File: config.mk
export PLATFORM = sky130hd
export DESIGN_NAME = ac_seq_mul_sched
export DESIGN_NICKNAME = d
export VERILOG_FILES = /design/src/rtl/ac_seq_mul_sched.sv
export SDC_FILE = /design/constraint.sdc
export NUM_CORES = 1
export LEC_CHECK = 0
export ABC_AREA = 1
export ABC_CLOCK_PERIOD_IN_PS = 5800
export BUFFER_PORTS_ARGS = -buffer_cell sky130_fd_sc_hd__buf_2
export CAP_MARGIN = 0
export CORE_MARGIN = 10
export CORE_UTILIZATION = 43
export DETAILED_ROUTE_END_ITERATION = 8
export PLACE_DENSITY_LB_ADDON = 0.05
export SYNTH_ARGS = -nofsm -noshare
export SYNTH_HDL_FRONTEND = slang
export SYNTH_SLANG_ARGS = --single-unit
File: constraint.sdc
create_clock -name clk -period 5.8 [get_ports clk]
set_clock_uncertainty 0.15 [all_clocks]
set_input_delay 0.58 -clock clk [delete_from_list [all_inputs] [get_ports clk]]
set_output_delay 0.58 -clock clk [all_outputs]
set_load 0.01 [all_outputs]
File: src/rtl/ac_seq_mul_sched.sv
`default_nettype none
// ============================================================================
// Module   : ac_seq_mul_sched
// Summary  : Sequencing controller that time-multiplexes one external 4x4
//            approximate sub-multiplier to build a 16-bit product of two
//            8-bit operands (partial products LL, LH, HL, HH, shift-accumulated).
// Options  : AC_SEQ_ZERO_SKIP_EN - skip partial products whose nibble pair
//            contains a zero nibble.
// Revision : 1.0 - initial release
// ============================================================================
module ac_seq_mul_sched #(
    parameter logic [1:0] MODE_LL = 2'd3,
    parameter logic [1:0] MODE_LH = 2'd3,
    parameter logic [1:0] MODE_HL = 2'd3,
    parameter logic [1:0] MODE_HH = 2'd1
) (
    input  logic        clk,
    input  logic        rst_n,
    input  logic        in_valid,
    output logic        in_ready,
    input  logic [7:0]  in_a,
    input  logic [7:0]  in_b,
    output logic        out_valid,
    input  logic        out_ready,
    output logic [15:0] out_prod,
    output logic [3:0]  sm_a,
    output logic [3:0]  sm_b,
    output logic [1:0]  sm_mode,
    input  logic [7:0]  sm_prod,
    output logic        busy
);

    typedef enum logic [2:0] {
        IDLE  = 3'd0,
        PP_LL = 3'd1,
        PP_LH = 3'd2,
        PP_HL = 3'd3,
        PP_HH = 3'd4,
        DONE  = 3'd5
    } state_t;

    state_t      r_state;
    state_t      w_next;
    logic [7:0]  r_a;
    logic [7:0]  r_b;
    logic [15:0] r_acc;
    logic        w_accept;
    logic        w_pp;
    logic [3:0]  w_shift;
    logic [3:0]  w_need;   // bit0 LL, bit1 LH, bit2 HL, bit3 HH

`ifdef AC_SEQ_ZERO_SKIP_EN
    logic [7:0] w_opa;
    logic [7:0] w_opb;

    // In IDLE the operands are not yet registered, so the first-PP decision
    // looks at the live inputs; afterwards it uses the captured operands.
    assign w_opa     = (r_state == IDLE) ? in_a : r_a;
    assign w_opb     = (r_state == IDLE) ? in_b : r_b;
    assign w_need[0] = (w_opa[3:0] != 4'd0) && (w_opb[3:0] != 4'd0);
    assign w_need[1] = (w_opa[3:0] != 4'd0) && (w_opb[7:4] != 4'd0);
    assign w_need[2] = (w_opa[7:4] != 4'd0) && (w_opb[3:0] != 4'd0);
    assign w_need[3] = (w_opa[7:4] != 4'd0) && (w_opb[7:4] != 4'd0);
`else
    assign w_need = 4'b1111;
`endif

    // First partial product at or after the allowed position that still
    // needs issuing; DONE when none remain.
    function automatic state_t pick_next(input logic [3:0] need, input logic [3:0] allow);
        logic [3:0] m;
        m = need & allow;
        if (m[0])      return PP_LL;
        else if (m[1]) return PP_LH;
        else if (m[2]) return PP_HL;
        else if (m[3]) return PP_HH;
        else           return DONE;
    endfunction

    assign w_accept = (r_state == IDLE) && in_valid;
    assign busy     = (r_state != IDLE);
    // The accumulator is only exposed while the result is being offered.
    assign out_prod = out_valid ? r_acc : 16'd0;

    // State register.
    always_ff @(posedge clk or negedge rst_n) begin
        if (!rst_n) begin
            r_state <= IDLE;
        end else begin
            r_state <= w_next;
        end
    end

    // Next-state and sub-multiplier drive, decoded from the registered state.
    always_comb begin
        w_next    = r_state;
        in_ready  = 1'b0;
        out_valid = 1'b0;
        sm_a      = 4'd0;
        sm_b      = 4'd0;
        sm_mode   = 2'd0;
        w_shift   = 4'd0;
        w_pp      = 1'b0;
        case (r_state)
            IDLE: begin
                in_ready = 1'b1;
                if (in_valid) w_next = pick_next(w_need, 4'b1111);
            end
            PP_LL: begin
                sm_a    = r_a[3:0];
                sm_b    = r_b[3:0];
                sm_mode = MODE_LL;
                w_shift = 4'd0;
                w_pp    = 1'b1;
                w_next  = pick_next(w_need, 4'b1110);
            end
            PP_LH: begin
                sm_a    = r_a[3:0];
                sm_b    = r_b[7:4];
                sm_mode = MODE_LH;
                w_shift = 4'd4;
                w_pp    = 1'b1;
                w_next  = pick_next(w_need, 4'b1100);
            end
            PP_HL: begin
                sm_a    = r_a[7:4];
                sm_b    = r_b[3:0];
                sm_mode = MODE_HL;
                w_shift = 4'd4;
                w_pp    = 1'b1;
                w_next  = pick_next(w_need, 4'b1000);
            end
            PP_HH: begin
                sm_a    = r_a[7:4];
                sm_b    = r_b[7:4];
                sm_mode = MODE_HH;
                w_shift = 4'd8;
                w_pp    = 1'b1;
                w_next  = DONE;
            end
            DONE: begin
                out_valid = 1'b1;
                if (out_ready) w_next = IDLE;
            end
            default: w_next = IDLE;
        endcase
    end

    // Operand capture and modulo-2^16 shift-accumulate of each partial product.
    always_ff @(posedge clk or negedge rst_n) begin
        if (!rst_n) begin
            r_a   <= 8'd0;
            r_b   <= 8'd0;
            r_acc <= 16'd0;
        end else if (w_accept) begin
            r_a   <= in_a;
            r_b   <= in_b;
            r_acc <= 16'd0;
        end else if (w_pp) begin
            r_acc <= r_acc + ({8'd0, sm_prod} << w_shift);
        end
    end

endmodule
`default_nettype wire

# After elaboration in Yosys (flattened, before gate mapping)
# Index checks and enable logic that the tools add are counted.
# word_totals
ff_bits	35
n_memories	0
elab_cells	38
romBits	0
ram_bits	0
latch_bits	0
# op_classes
eq_ne	7
bitwise	0
n_shift	1
n_mux	13
addsub	1
div	0
multipliers	0
magnitude_cmp	0
reduce_logical	12
# op_table
op	n
$mux 16	3
$pmux 4 s2	3
$pmux 3 s6	1
$add 16x16->16	1
$shl 8x4->16	1
$reduce_or 2->1	5
$eq 3x2->1 const B	2
$eq 3x3->1 const B	2
$mux 3	2
$ne 2x2->1 const B	2
$pmux 2 s2	1
$reduce_or 4->1	1
$eq 3x1->1 const B	1
$logic_not 3->1	1
$mux 1	3
$reduce_bool 3->1	1
$reduce_or 3->1	1
$reduce_and 2->1	1
$reduce_bool 2->1	1
$logic_and 1x1->1	1

# Longest topological paths before layout
# depth
ltp_word	7
ltp_mapped	16
depth_no_buf	15

# Least setup slack after synthesis
# No wires, ideal clock.
# synth_path
path_kind	reg-to-reg
from	reg r_state[1]
to	reg r_acc[12]
t_arrival_ns	2.106
slack_ns	3.427
period_less_slack_ns	2.373
required_ns	5.532
path_buffers	1
setup_ns	0.118
stages_incl_launch_ff	16
cell_sequence	dfrtp_1 -> inv_1 -> nor2_1 -> buf_2 -> nor3_1 -> ha_1 -> inv_1 -> fa_1 -> inv_1 -> nand3_1 -> nand3_1 -> nand3_1 -> nand3_1 -> nand2_1 -> nand3_1 -> nand2_1
# synth_between
elab_chain_cells	7
elab_cells_between_ends	15
classes_between	1 x add/sub; 4 x eq/ne; 1 x shift; 4 x mux; 5 x reduce/logical
# synth_lines
element	line	rtl
start: declaration	42	state_t r_state;
start signal: assignment	90	r_state <= w_next;
$eq 3x2->1	104	case (r_state)
$reduce_or 2->1 (no source line)	--	
$pmux 4 s2	104	
$shl 8x4->16	160	r_acc <= r_acc + ({8'd0, sm_prod} << w_shift);
$add 16x16->16	160	
$mux 16	159	end else if (w_pp) begin
$mux 16	155	end else if (w_accept) begin
end signal: assignment	160	
end: declaration	46	logic [15:0] r_acc;
# Parallel ways exist; a longest one is shown, timed or not. The select of a mux whose other input is x is not followed.
# A chain may end at the register's enable or synchronous reset.

# Worst setup path after layout
# layout_path
from	reg r_state[1]
to	reg r_acc[15]
# The elaborated chain is that of the path after synthesis.

==> results by stage <==
Outcome:
- The run finished with clean final reports.

Clocking:
- Buffers inserted to repair hold after CTS numbered 0.
- The clock latency at the later pin of the worst-skew pair is 0.29 ns.
- Post-CTS timing repair inserted 0 buffers for setup.
- Clock-pin slew was measured on the worst setup and hold paths at 0.08 ns.
- The H-tree was split into 2 levels.
- For this design, the sink count on the clock tree is 35.
- The count of cells resized by post-cts repair is 0.
- Buffers inserted during clock tree synthesis total 5.
- The longest clock path from root to sink contains 2 buffers.
- The root buffer cell is clkbuf_8.
- The clock tree from TritonCTS is yes.

STA:
- Setup repair after global routing left no endpoint under its margin.
- Of the available clock period, the critical path in the final layout requires 0.514.
- After layout, the minimum clock period comes to 2.98 ns.
- The slew of the pin with the lowest slew margin is 0.841 ns.
- Setup violations remaining at the end of the flow were counted as 0.
- The number of hold violations in the final report is 0.
- In this run the tightest slew margin relative to its limit is 0.439.
- The final max-slew violation count came to 0.
- Static timing analysis puts the maximum clock frequency at around 340 MHz.
- The setup TNS is 0 ns.

Route:
- For this block, the initial DRC count from the detailed router was 128.
- The average detailed-routed wire length per instance is ~14 um.
- The routed layout has approximately 2,600 vias.
- The post-detailed-routing wire length is 7400 um.
- The number of vias per cell after detailed routing is 4.78.
- The detail route stage leaves a number of antenna-violating nets equal to 0.
- The detailed-routing iteration count for the pre-antenna-repair pass is 4.
- The residual DRC count is 0.

Final layout:
- 0 antenna diodes ended up in the layout.
- The top cell types in the final layout, fill and taps aside, are 142 x nand2_1, 70 x inv_1, 56 x buf_2, 37 x nor2_1, 35 x dfrtp_1.
- The area growth from synthesis to layout is 17.4%.
- Of the cells placed in the final design, the portion with a size suffix greater than 1 is 0.183.
- Summing all non-filler instances in the final layout gives an area of around 0.0031 mm2.
- The most common library cell in the layout ignoring fill and taps is nand2_1.
- The net count reported at finish is about 510.

Synthesis:
- For this run, the register share of the synthesized area comes to 0.328.
- The number of synthesis warnings is 0.
- The total of flip-flops plus latches after synthesis is 35.
- The primary flip-flop cell chosen by synthesis mapping is dfrtp_1.
- The fraction of synthesis flops using an asynchronous set or reset pin is 1.00.
- The number of nets produced by synthesis is 450.
- A synthesized cell averages between 6 and 7 um2.
- The count of cell types in the netlist is 34.
- The cell count after synthesis came out at 406.
- Yosys mapped a number of flops with a built-in enable equal to 0.
- Summing every instance area after synthesis gives 0.00267 mm2.

Floorplan:
- The die height is around 99 um.
- The horizontal die dimension is 98.9 um.
- The I/O pin total is 57.
- The initialized floorplan defines 28 standard-cell rows.
- The floorplan core area is 0.00599 mm2.
- The initial utilization of the core area, before any placement, comes to 0.446.
- The floorplan step defined a die boundary enclosing 0.00977 mm2.

Global routing:
- For met3 alone, demand over resource in global routing was 0.0475.
- The met2 usage in global routing is 0.258.
- The via count of the first global-routing pass was approximately 2,600.
- Entering global routing, the biggest net connects 36 pins.
- In the global route stage, overall resource usage came out at 0.152.
- The layer flagged by global routing as most heavily used is met2.
- The routing usage on met1 is 0.183.
- The aggregate global routing overflow is 0.
- The initial antenna violation count came to 0.
- The wire length of the first global-routing pass is 12,400 um.

Pwr:
- The share of total power dissipated in the clock network is 0.123.
- The portion of total power attributed to sequential cells is 0.230.
- The reported leakage power is approximately 0.0019 uW.
- Of the total power, the share spent switching nets is 0.511.
- The peak supply drop is between 0.0002 and 0.0003 V.
- The relative contribution of combinational cells to total power is 0.647.
- For this design the ratio of total power to cell area is between 600 and 700 mW/mm2.
- In this run the power spent charging and discharging nets is 983 uW.
- Internal power comes to 939 uW.

Critical path:
- The endpoint class of the critical path is a register.
- The reg-to-reg setup timing slack is 2.82 ns.
- The depth of the worst register-to-register path is 13.
- The category of the critical setup timing path is register to register.
- The element type at the critical path start is a register.
- The critical-path maximum fanout is 12.
- For the worst setup path, the data arrival time is 3.01 ns.
- Data on the critical path is required at its endpoint by 5.83 ns.

Placed design:
- The number of I/O port buffers is 56.
- Detailed placement finished with a half-perimeter wire length of 5790 um.
- In this run the cell area measured after placement is 0.00302 mm2.
- The final weighted congestion in routability-driven placement is ~0.92.

Hold path:
- The type of the tightest min-delay check is input pin to asynchronous set/reset pin.

Flow run:
- The number of max-cap violations is 0.
## Yosys cell counts, types with 2 or more instances
cell | number | area (um2)
a22o_1 | 4 | 35.0
nor2_1 | 37 | 139
inv_1 | 70 | 263
o21ai_1 | 9 | 45.0
ha_1 | 15 | 188
o21ai_0 | 11 | 55.1
a211oi_1 | 2 | 15.0
xnor2_1 | 2 | 17.5
dfrtp_1 | 35 | 876
nand3b_1 | 3 | 22.5
nor3_1 | 7 | 35.0
inv_2 | 8 | 30.0
nand2_4 | 3 | 33.8
buf_2 | 3 | 15.0
nand4_1 | 3 | 18.8
o22ai_1 | 6 | 37.5
nand3_1 | 17 | 85.1
a21oi_1 | 13 | 65.1
nand2_1 | 142 | 533
nor2_2 | 2 | 12.5
## cells by family after synthesis
| family | synth area share |
|---|---|
| compound gates | 0.0992 |
| xor+xnor | 0.00983 |
| fa+ha+maj | 0.0777 |
| buf+inv | 0.123 |
| flops | 0.328 |
| simple gates | 0.363 |
## worst max-delay path: stages, from the launching register on
cell      delay, ns
dfrtp_1        0.48
inv_1          0.12
nor2_1         0.49
inv_1          0.22
a211oi_1       0.29
ha_1           0.34
nand2_1        0.10
inv_1          0.06
a21oi_1        0.13
nand2_1        0.13
nand2_1        0.12
nand3_1        0.08
nand3_1        0.09
nand2_1        0.06
## power groups by stage
| stage | sequential (uW) | combinational, uW | clock (uW) |
|---|---|---|---|
| detailed placement | 446 | 1250 | 0 |
| global placement | 443 | 1240 | 0 |
| floorplan | 426 | 942 | 0 |
| global route | 457 | 1430 | 252 |
| CTS | 442 | 1260 | 242 |
| finish | 442 | 1240 | 237 |
## flip-flops by register name, summed over array words and instances, names as in the netlist
register and flops:
r_a 8, r_b 8, r_acc 16, r_state 3
## layer usage
metal / vias to the layer above / part of all wire / wire [um]
met3: 7 / 0.061 / 450
li1: 1370 / - / -
met5: - / 0 / 0
met1: 1150 / 0.45 / 3320
met4: 0 / 0.011 / 85
met2: 54 / 0.48 / 3540
## per-stage QoR
| stage | instances | util | total power [uW] | setup WS [ns] | hold slack [ns] |
|---|---|---|---|---|---|
| 6_report | 540 | 0.524 | 1920 | 2.82 | 0.236 |
| 5_1_grt | 540 | 0.524 | 2140 | 2.51 | 0.294 |
| 4_1_cts | 540 | 0.524 | 1940 | 2.82 | 0.273 |
| 3_5_place_dp | 532 | 0.504 | 1700 | 2.83 | 0.315 |
| 3_3_place_gp | 532 | 0.504 | 1680 | 2.84 | 0.313 |
| 2_1_floorplan | 406 | - | 1370 | 3.43 | 0.134 |
## path summary, 6_finish.rpt
check,startpoint,to
max,r_state[1],r_acc[15]
min,rst_n,r_acc[5]
max reg2reg,r_state[1],r_acc[15]
min reg2reg,r_a[3],r_a[3]
max in group asynchronous,rst_n,r_b[2]
min in group clk,in_a[3],r_a[3]
## area by class of cell
class,count,area (um2)
fillers,655,2850
multi-input cells,287,1470
flip-flops and latches,35,876
inverters,79,302
repair buffers,56,280
well taps,75,93.8
clock buffers,6,82.6
clock inverters,2,35.0
Note: power is estimated with default switching activity, not from simulation.
